$ cat src/rtl/dd_pkg.sv
// Shared definitions for the double-dabble BCD sequencer: state encoding,
// add-3 constants and the counter-width helper.
package dd_pkg;

    localparam logic [1:0] IDLE = 2'd0;
    localparam logic [1:0] ADJ  = 2'd1;
    localparam logic [1:0] SHF  = 2'd2;
    localparam logic [1:0] DONE = 2'd3;

    typedef enum logic [1:0] {
        StIdle = IDLE,
        StAdj  = ADJ,
        StShf  = SHF,
        StDone = DONE
    } dd_state_e;

    localparam logic [3:0] ADD3_THRESH = 4'd5;
    localparam logic [3:0] ADD3_VAL    = 4'd3;

    // Ceiling log2, never less than 1; call as clog2(BIN_W + 1).
    function automatic int unsigned clog2(input int unsigned n);
        int unsigned w;
        w = 1;
        while ((32'd1 << w) < n) begin
            w = w + 1;
        end
        return w;
    endfunction

endpackage

$ cat src/rtl/dd_digit_adj.sv
// Single-nibble add-3 corrector for double-dabble; 4-bit result, no carry out.
module dd_digit_adj
    import dd_pkg::*;
(
    input  logic [3:0] nibble,
    output logic [3:0] nibble_adj
);

    always_comb begin
        nibble_adj = nibble;
        if (nibble >= ADD3_THRESH) begin
            nibble_adj = nibble + ADD3_VAL;
        end
    end

endmodule

$ cat src/rtl/dd_bcd_sequencer.sv
// Sequenced binary-to-BCD converter (shift / add-3). Defining DD_FAST_ADJ_EN
// folds the add-3 step into the shift cycle, halving latency.
module dd_bcd_sequencer
    import dd_pkg::*;
#(
    parameter int unsigned BIN_W  = 8,
    parameter int unsigned DIGITS = 3
) (
    input  logic                  clk,
    input  logic                  rst,
    input  logic                  start,
    input  logic [BIN_W-1:0]      bin_in,
    output logic                  ready,
    output logic                  busy,
    output logic                  done,
    output logic [4*DIGITS-1:0]   bcd_out,
    output logic                  overflow
);

    localparam int unsigned BCD_W = 4 * DIGITS;
    localparam int unsigned CNT_W = clog2(BIN_W + 1);

    dd_state_e          state_q, state_d;
    logic [BIN_W-1:0]   bin_sr_q, bin_sr_d;
    logic [BCD_W-1:0]   work_q, work_d;
    logic               ovf_acc_q, ovf_acc_d;
    logic [CNT_W-1:0]   cnt_q, cnt_d;
    logic [BCD_W-1:0]   bcd_out_q, bcd_out_d;
    logic               overflow_q, overflow_d;

    logic [BCD_W-1:0]   work_adj;
    logic [BCD_W-1:0]   shift_src;
    logic [BCD_W-1:0]   work_shifted;
    logic [BCD_W-1:0]   all_nines;
    logic               ovf_next;
    dd_state_e          loop_state;

    for (genvar g = 0; g < DIGITS; g++) begin : g_adj
        dd_digit_adj u_adj (
            .nibble     (work_q[4*g +: 4]),
            .nibble_adj (work_adj[4*g +: 4])
        );
    end

`ifdef DD_FAST_ADJ_EN
    assign shift_src  = work_adj;
    assign loop_state = StShf;
`else
    assign shift_src  = work_q;
    assign loop_state = StAdj;
`endif

    assign work_shifted = {shift_src[BCD_W-2:0], bin_sr_q[BIN_W-1]};
    // Any bit leaving the top nibble means the value exceeded DIGITS digits.
    assign ovf_next     = ovf_acc_q | shift_src[BCD_W-1];

    always_comb begin
        all_nines = '0;
        for (int i = 0; i < int'(DIGITS); i++) begin
            all_nines[4*i +: 4] = 4'd9;
        end
    end

    always_ff @(posedge clk) begin
        if (rst) begin
            state_q    <= StIdle;
            bin_sr_q   <= '0;
            work_q     <= '0;
            ovf_acc_q  <= 1'b0;
            cnt_q      <= '0;
            bcd_out_q  <= '0;
            overflow_q <= 1'b0;
        end else begin
            state_q    <= state_d;
            bin_sr_q   <= bin_sr_d;
            work_q     <= work_d;
            ovf_acc_q  <= ovf_acc_d;
            cnt_q      <= cnt_d;
            bcd_out_q  <= bcd_out_d;
            overflow_q <= overflow_d;
        end
    end

    always_comb begin
        state_d    = state_q;
        bin_sr_d   = bin_sr_q;
        work_d     = work_q;
        ovf_acc_d  = ovf_acc_q;
        cnt_d      = cnt_q;
        bcd_out_d  = bcd_out_q;
        overflow_d = overflow_q;

        unique case (state_q)
            StIdle: begin
                if (start) begin
                    bin_sr_d  = bin_in;
                    work_d    = '0;
                    ovf_acc_d = 1'b0;
                    cnt_d     = CNT_W'(BIN_W);
                    state_d   = loop_state;
                end
            end
            StAdj: begin
                work_d  = work_adj;
                state_d = StShf;
            end
            StShf: begin
                bin_sr_d  = {bin_sr_q[BIN_W-2:0], 1'b0};
                work_d    = work_shifted;
                ovf_acc_d = ovf_next;
                cnt_d     = cnt_q - CNT_W'(1);
                if (cnt_q == CNT_W'(1)) begin
                    state_d    = StDone;
                    overflow_d = ovf_next;
                    bcd_out_d  = ovf_next ? all_nines : work_shifted;
                end else begin
                    state_d = loop_state;
                end
            end
            StDone: begin
                state_d = StIdle;
            end
            default: begin
                state_d = StIdle;
            end
        endcase
    end

    always_comb begin
        ready    = (state_q == StIdle);
        busy     = (state_q == StAdj) || (state_q == StShf);
        done     = (state_q == StDone);
        bcd_out  = bcd_out_q;
        overflow = overflow_q;
    end

endmodule

$ cat config.mk
export PLATFORM = sky130hd
export DESIGN_NAME = dd_bcd_sequencer
export DESIGN_NICKNAME = d
export VERILOG_FILES = /design/src/rtl/dd_pkg.sv /design/src/rtl/dd_digit_adj.sv /design/src/rtl/dd_bcd_sequencer.sv
export SDC_FILE = /design/constraint.sdc
export NUM_CORES = 1
export LEC_CHECK = 0
export CELL_PAD_IN_SITES_DETAIL_PLACEMENT = 1
export CELL_PAD_IN_SITES_GLOBAL_PLACEMENT = 1
export CORE_AREA = 2 2 72 74
export CTS_BUF_LIST = sky130_fd_sc_hd__clkbuf_16
export DETAILED_ROUTE_END_ITERATION = 6
export DIE_AREA = 0 0 74 76
export PLACE_DENSITY = 0.94
export SLEW_MARGIN = 20
export SYNTH_ARGS = -nofsm -noshare
export SYNTH_HDL_FRONTEND = slang
export SYNTH_HIERARCHICAL = 1
export SYNTH_SLANG_ARGS = --single-unit
$ cat constraint.sdc
create_clock -name clk -period 2.9 [get_ports clk]
set_input_delay 0.725 -clock clk [delete_from_list [all_inputs] [get_ports clk]]
set_output_delay 0.725 -clock clk [all_outputs]
set_load 0.02 [all_outputs]
# Yosys cells after proc, flatten, opt, wreduce, memory -nomap -nowiden
# Index checks and enable logic that the tools add are counted.
totals:
  in_bits: 11
  latch_bits: 0
  romBits: 0
  out_inout_bits: 16
  n_memories: 0
  reg_bits: 40
  mem_bits_rw: 0
classes:
  div: 0
  n_mul: 0
  eq_ne: 8
  n_reduce_logical: 9
  add_sub_neg: 4
  n_lt_le_gt_ge: 3
  shift: 0
  bitwise_logic: 1
  n_mux: 15
op_table:
  columns: ["op", "n"]
  rows:
  - ["$pmux W12 S3", 1]
  - ["$mux W12", 2]
  - ["$mux W4", 4]
  - ["$pmux W8 S2", 1]
  - ["$add A4 B2 Y4 const B", 3]
  - ["$ge A4 B3 Y1 const B", 3]
  - ["$reduce_and A3 Y1", 3]
  - ["$mux W8", 1]
  - ["$pmux W2 S4", 1]
  - ["$pmux W4 S2", 1]
  - ["$ne A2 B1 Y1 const B", 3]
  - ["$eq A2 B2 Y1 const B", 2]
  - ["$eq A4 B1 Y1 const B", 1]
  - ["$mux W2", 2]
  - ["$reduce_and A2 Y1", 2]
  - ["$sub A4 B1 Y4 const B", 1]
  - ["$reduce_bool A3 Y1", 1]
  - ["$eq A2 B1 Y1 const B", 1]
  - ["$logic_not A2 Y1", 1]
  - ["$ne A2 B2 Y1 const B", 1]
  - ["$pmux W1 S2", 1]
  - ["$reduce_bool A2 Y1", 1]
  - ["$logic_or A1 B1 Y1", 1]
  - ["$mux W1", 1]
  - ["$or A1 B1 Y1", 1]

# Longest topological paths before layout
depth:
  word_depth: 3
  depth_mapped: 7

# Modules after synthesis
# The synthesis kept the hierarchy.
modules_own_cells:
  columns: ["mod", "area_each_um2", "cells_per_inst", "seq_area_each_um2", "n_inst"]
  rows:
  - ["dd_bcd_sequencer", 1804.2, 186, 800.8, 1]
  - ["dd_digit_adj", 101.3, 16, 0.0, 3]

# Worst setup path after synthesis
# OpenSTA, ideal clock, no wires.
synth_timing:
  kind: "register to output"
  startpoint: "reg state_q[1]"
  endpoint: "out busy"
  arrival_time_ns: 0.840
  stages_incl_launch_ff: 3
  slack_ns: 1.335
  n_path_buf: 0
  path_cell_list: "dfxtp_1 -> inv_1 -> ha_1"
synth_between:
  elab_chain_len: 2
synth_rtl:
  columns: ["element", "line_no", "text"]
  rows:
  - ["start, declared", "dd_bcd_sequencer.sv:23", "dd_state_e state_q, state_d;"]
  - ["start signal, assigned", "dd_bcd_sequencer.sv:66", "state_q <= StIdle;"]
  - ["start signal, assigned", "dd_bcd_sequencer.sv:74", "state_q <= state_d;"]
  - ["$eq A2 B1 Y1 / $eq A2 B2 Y1 (equally long branches)", "dd_bcd_sequencer.sv:131", "busy = (state_q == StAdj) || (state_q == StShf);"]
  - ["$logic_or A1 B1 Y1 (*)", "dd_bcd_sequencer.sv:131", null]
  - ["end, declared", "dd_bcd_sequencer.sv:14", "output logic busy,"]
# Every way passes the cells marked *; elsewhere a longest branch is shown, timed or not.

# Worst setup path in the final report
# Same ends and word-level chain as after synthesis.

==> results.sh <==
export IMPL_clk_path_buf_depth=2
export IMPL_port_buffers=26
export IMPL_reg2reg_from="state_q[1]"
export IMPL_ys_ff_latch=40
export IMPL_hpwlAfterDp_um=3563
export IMPL_min_period_ns=2.501
export IMPL_fillCellCount=585
export IMPL_fin_setup_tns_ns=0
export IMPL_ant_nets=0
export IMPL_synthCells=234
export IMPL_setup_slack_ns=0.3987
export IMPL_synth_flop_cell="dfxtp_1"
export IMPL_first_pass_iters=4
export IMPL_synthToLayoutAreaGrowth_pct=19.94
export IMPL_hold_viol=0
export IMPL_clock_fmax_mhz=399.8
export IMPL_layout_cells_non_filler=326
export IMPL_grt_pass1_vias=1845
export IMPL_holdCritStartpoint="bcd_out[10]"
export IMPL_synth_edff_count=0
export IMPL_async_reset_ff_share_pct=0
export IMPL_grt_max_degree=29
export IMPL_synth_seq_area_share_pct=37.98
export IMPL_outcome="finished clean"
export IMPL_rows=26
export IMPL_finalCritPeriodShare_pct=86.25
export IMPL_clock_latency_ns=0.28
export IMPL_drive_gt1_share_pct=8.594
export IMPL_ctsHtreeMaxLevel=2
export IMPL_antenna_found_initial=0
export IMPL_clock_sinks=40
export IMPL_worst_pin_slew_ns=0.6778
export IMPL_boundaryPins=27
export IMPL_ctsResizeCount=0
export IMPL_drc=0
export IMPL_yosys_top_cells_area="dfxtp_1 (38%), ha_1 (7.1%), mux2i_1 (5.2%)"
export IMPL_yosysUniqueCellTypes=37
export IMPL_power_density_mw_per_mm2=642.4
export IMPL_fp_dieH_um=76
export IMPL_cp_arrival_ns=1.78
export IMPL_gp_congestion=0.7852
export IMPL_max_slew_margin_pct=54.56
export IMPL_synth_top_cells_by_count="dfxtp_1 (40), nand2_1 (21), nor2_1 (21), nor3_1 (15), inv_1 (13)"
export IMPL_clkTransAtPathRegs_ns=0.06
export IMPL_drt_initial_drc_count=49
export IMPL_dr_total_vias=1813
export IMPL_synth_most_common_cell="dfxtp_1"
export IMPL_drt_vias_per_instance=5.561
export IMPL_power_leakage_nw=0.8699
export IMPL_start_util_pct=42.92
export IMPL_cp_start_kind="register"
export IMPL_clock_tree_root_cell="clkbuf_16"
export IMPL_final_nets=278
export IMPL_cts_tree="yes"
export IMPL_worstSetupStartpoint="state_q[1]"
export IMPL_rsz0062_at_grt="no"
export IMPL_hp_class="reg -> reg"
export IMPL_worstSetupPathType="reg -> out"
export IMPL_setup_viol=0
export IMPL_pre_cts_ws_ns=0.4768
export IMPL_netlist_area_leader_share_pct=37.98
export IMPL_synth_nets=257
export IMPL_core_mm2=0.004912
export IMPL_globalRouteTotalUtil_pct=20.21
export IMPL_antenna_cells=0
export IMPL_finalWirelength_um=5377
export IMPL_dp_cells=318
export IMPL_ir_drop_mv=0.3116
export IMPL_routedWlPerCell_um=16.49
export IMPL_synth_top_cell_by_area="dfxtp_1"
export IMPL_cp_end_kind="output pin"
export IMPL_avgSynthCellArea_um2=9.010
export IMPL_grt_pass1_wl_um=8914
export IMPL_fin_skew_ns=0.005456
export IMPL_cts_buffers=5
export IMPL_cts_hold_buffers=0
export IMPL_post_cts_buffers=0
export IMPL_dieWidth_um=74
export IMPL_grt_ovfl_total=0
export IMPL_critPathRequiredTime_ns=2.17
export IMPL_synth_warnings=6
export IMPL_cap_viol_max_count=0
export IMPL_drv_slew=0
export IMPL_critPathMaxFanout=5
export IMPL_die_area_mm2=0.005624
export IMPL_syn_area_mm2=0.002108
-- through the flow --
stage          utilization [%]  hold slack, ns   power, W  cell area (µm²)
2_1_floorplan                -          0.4401  0.0009363             2108
3_3_place_gp             48.17          0.4370  0.0009950             2366
3_5_place_dp             48.17          0.4531   0.001014             2366
4_1_cts                  51.48          0.4664   0.001631             2529
5_1_grt                  51.48          0.4768   0.001697             2529
6_report                 51.48          0.4579   0.001624             2529
-- layout by cell type (no fill, tap or decap), types with 5 or more instances in the layout --
cell,Yosys,final
a211oi_1,8,8
a21oi_1,11,11
a22oi_1,12,12
clkbuf_16,0,5
clkdlybuf4s50_1,0,26
dfxtp_1,40,40
ha_1,12,12
inv_1,13,13
mux2i_1,11,11
nand2_1,21,21
nand2b_1,8,8
nand3_1,7,7
nor2_1,21,21
nor3_1,15,15
o2bb2ai_1,12,12
-- critical path, cell delays in order (launching register included) --
cell and delay, ns:
dfxtp_1 0.44, inv_1 0.10, ha_1 0.34, clkdlybuf4s50_1 0.62
-- final timing paths --
path | slack, ns | cells after the start | end
hold reg to reg | 0.46 | 2 | bcd_out[10]
setup reg to reg | 0.92 | 5 | shift_src[6]
hold / removal | 0.46 | 2 | bcd_out[10]
setup / recovery | 0.40 | 3 | busy
-- power by group --
part	leakage (nW)	internal, W	switching, W	total (W)
clock network	0.0789	0.000400	0.000215	0.000614
logic	0.466	0.000148	0.000230	0.000378
registers	0.325	0.000594	0.0000381	0.000632
-- final cells by class --
type                    count  area, µm²  share of cell area (%)
multi-input cells         167       1154                   45.62
flip-flops and latches     40      800.8                   31.67
repair buffers             28      275.3                   10.89
clock buffers               5      125.1                   4.948
well taps                  70      87.58                   3.464
inverters                  13      48.80                   1.930
clock inverters             3      37.54                   1.484
-- state kept, by name (all words and copies together) (netlist names) --
signal	flops
overflow	1
state_q	2
ovf_acc_q	1
shift_src	12
bin_sr_q	8
bcd_out	12
cnt_q	4
-- per-layer routing --
metal	global-route usage [%]	vias up	wire length, µm
li1	-	872	-
met1	25.29	899	2425
met2	33.30	32	2720
met3	4.630	10	147
met4	7.455	0	83
met5	0	-	0
-- cell families (layout without fill, tap and decap cells) --
family / after synthesis / after routing / synth area share (%)
AO/OA/AOI/OAI: 58 / 58 / 20.95
XOR/XNOR: 3 / 3 / 1.247
adder cells (fa/ha/maj): 12 / 12 / 7.121
buffers and inverters: 27 / 49 / 7.300
flip-flops: 40 / 40 / 37.98
multiplexers: 12 / 12 / 5.935
AND/OR/NAND/NOR: 82 / 82 / 19.47
Power figures use the tool's default switching activity.
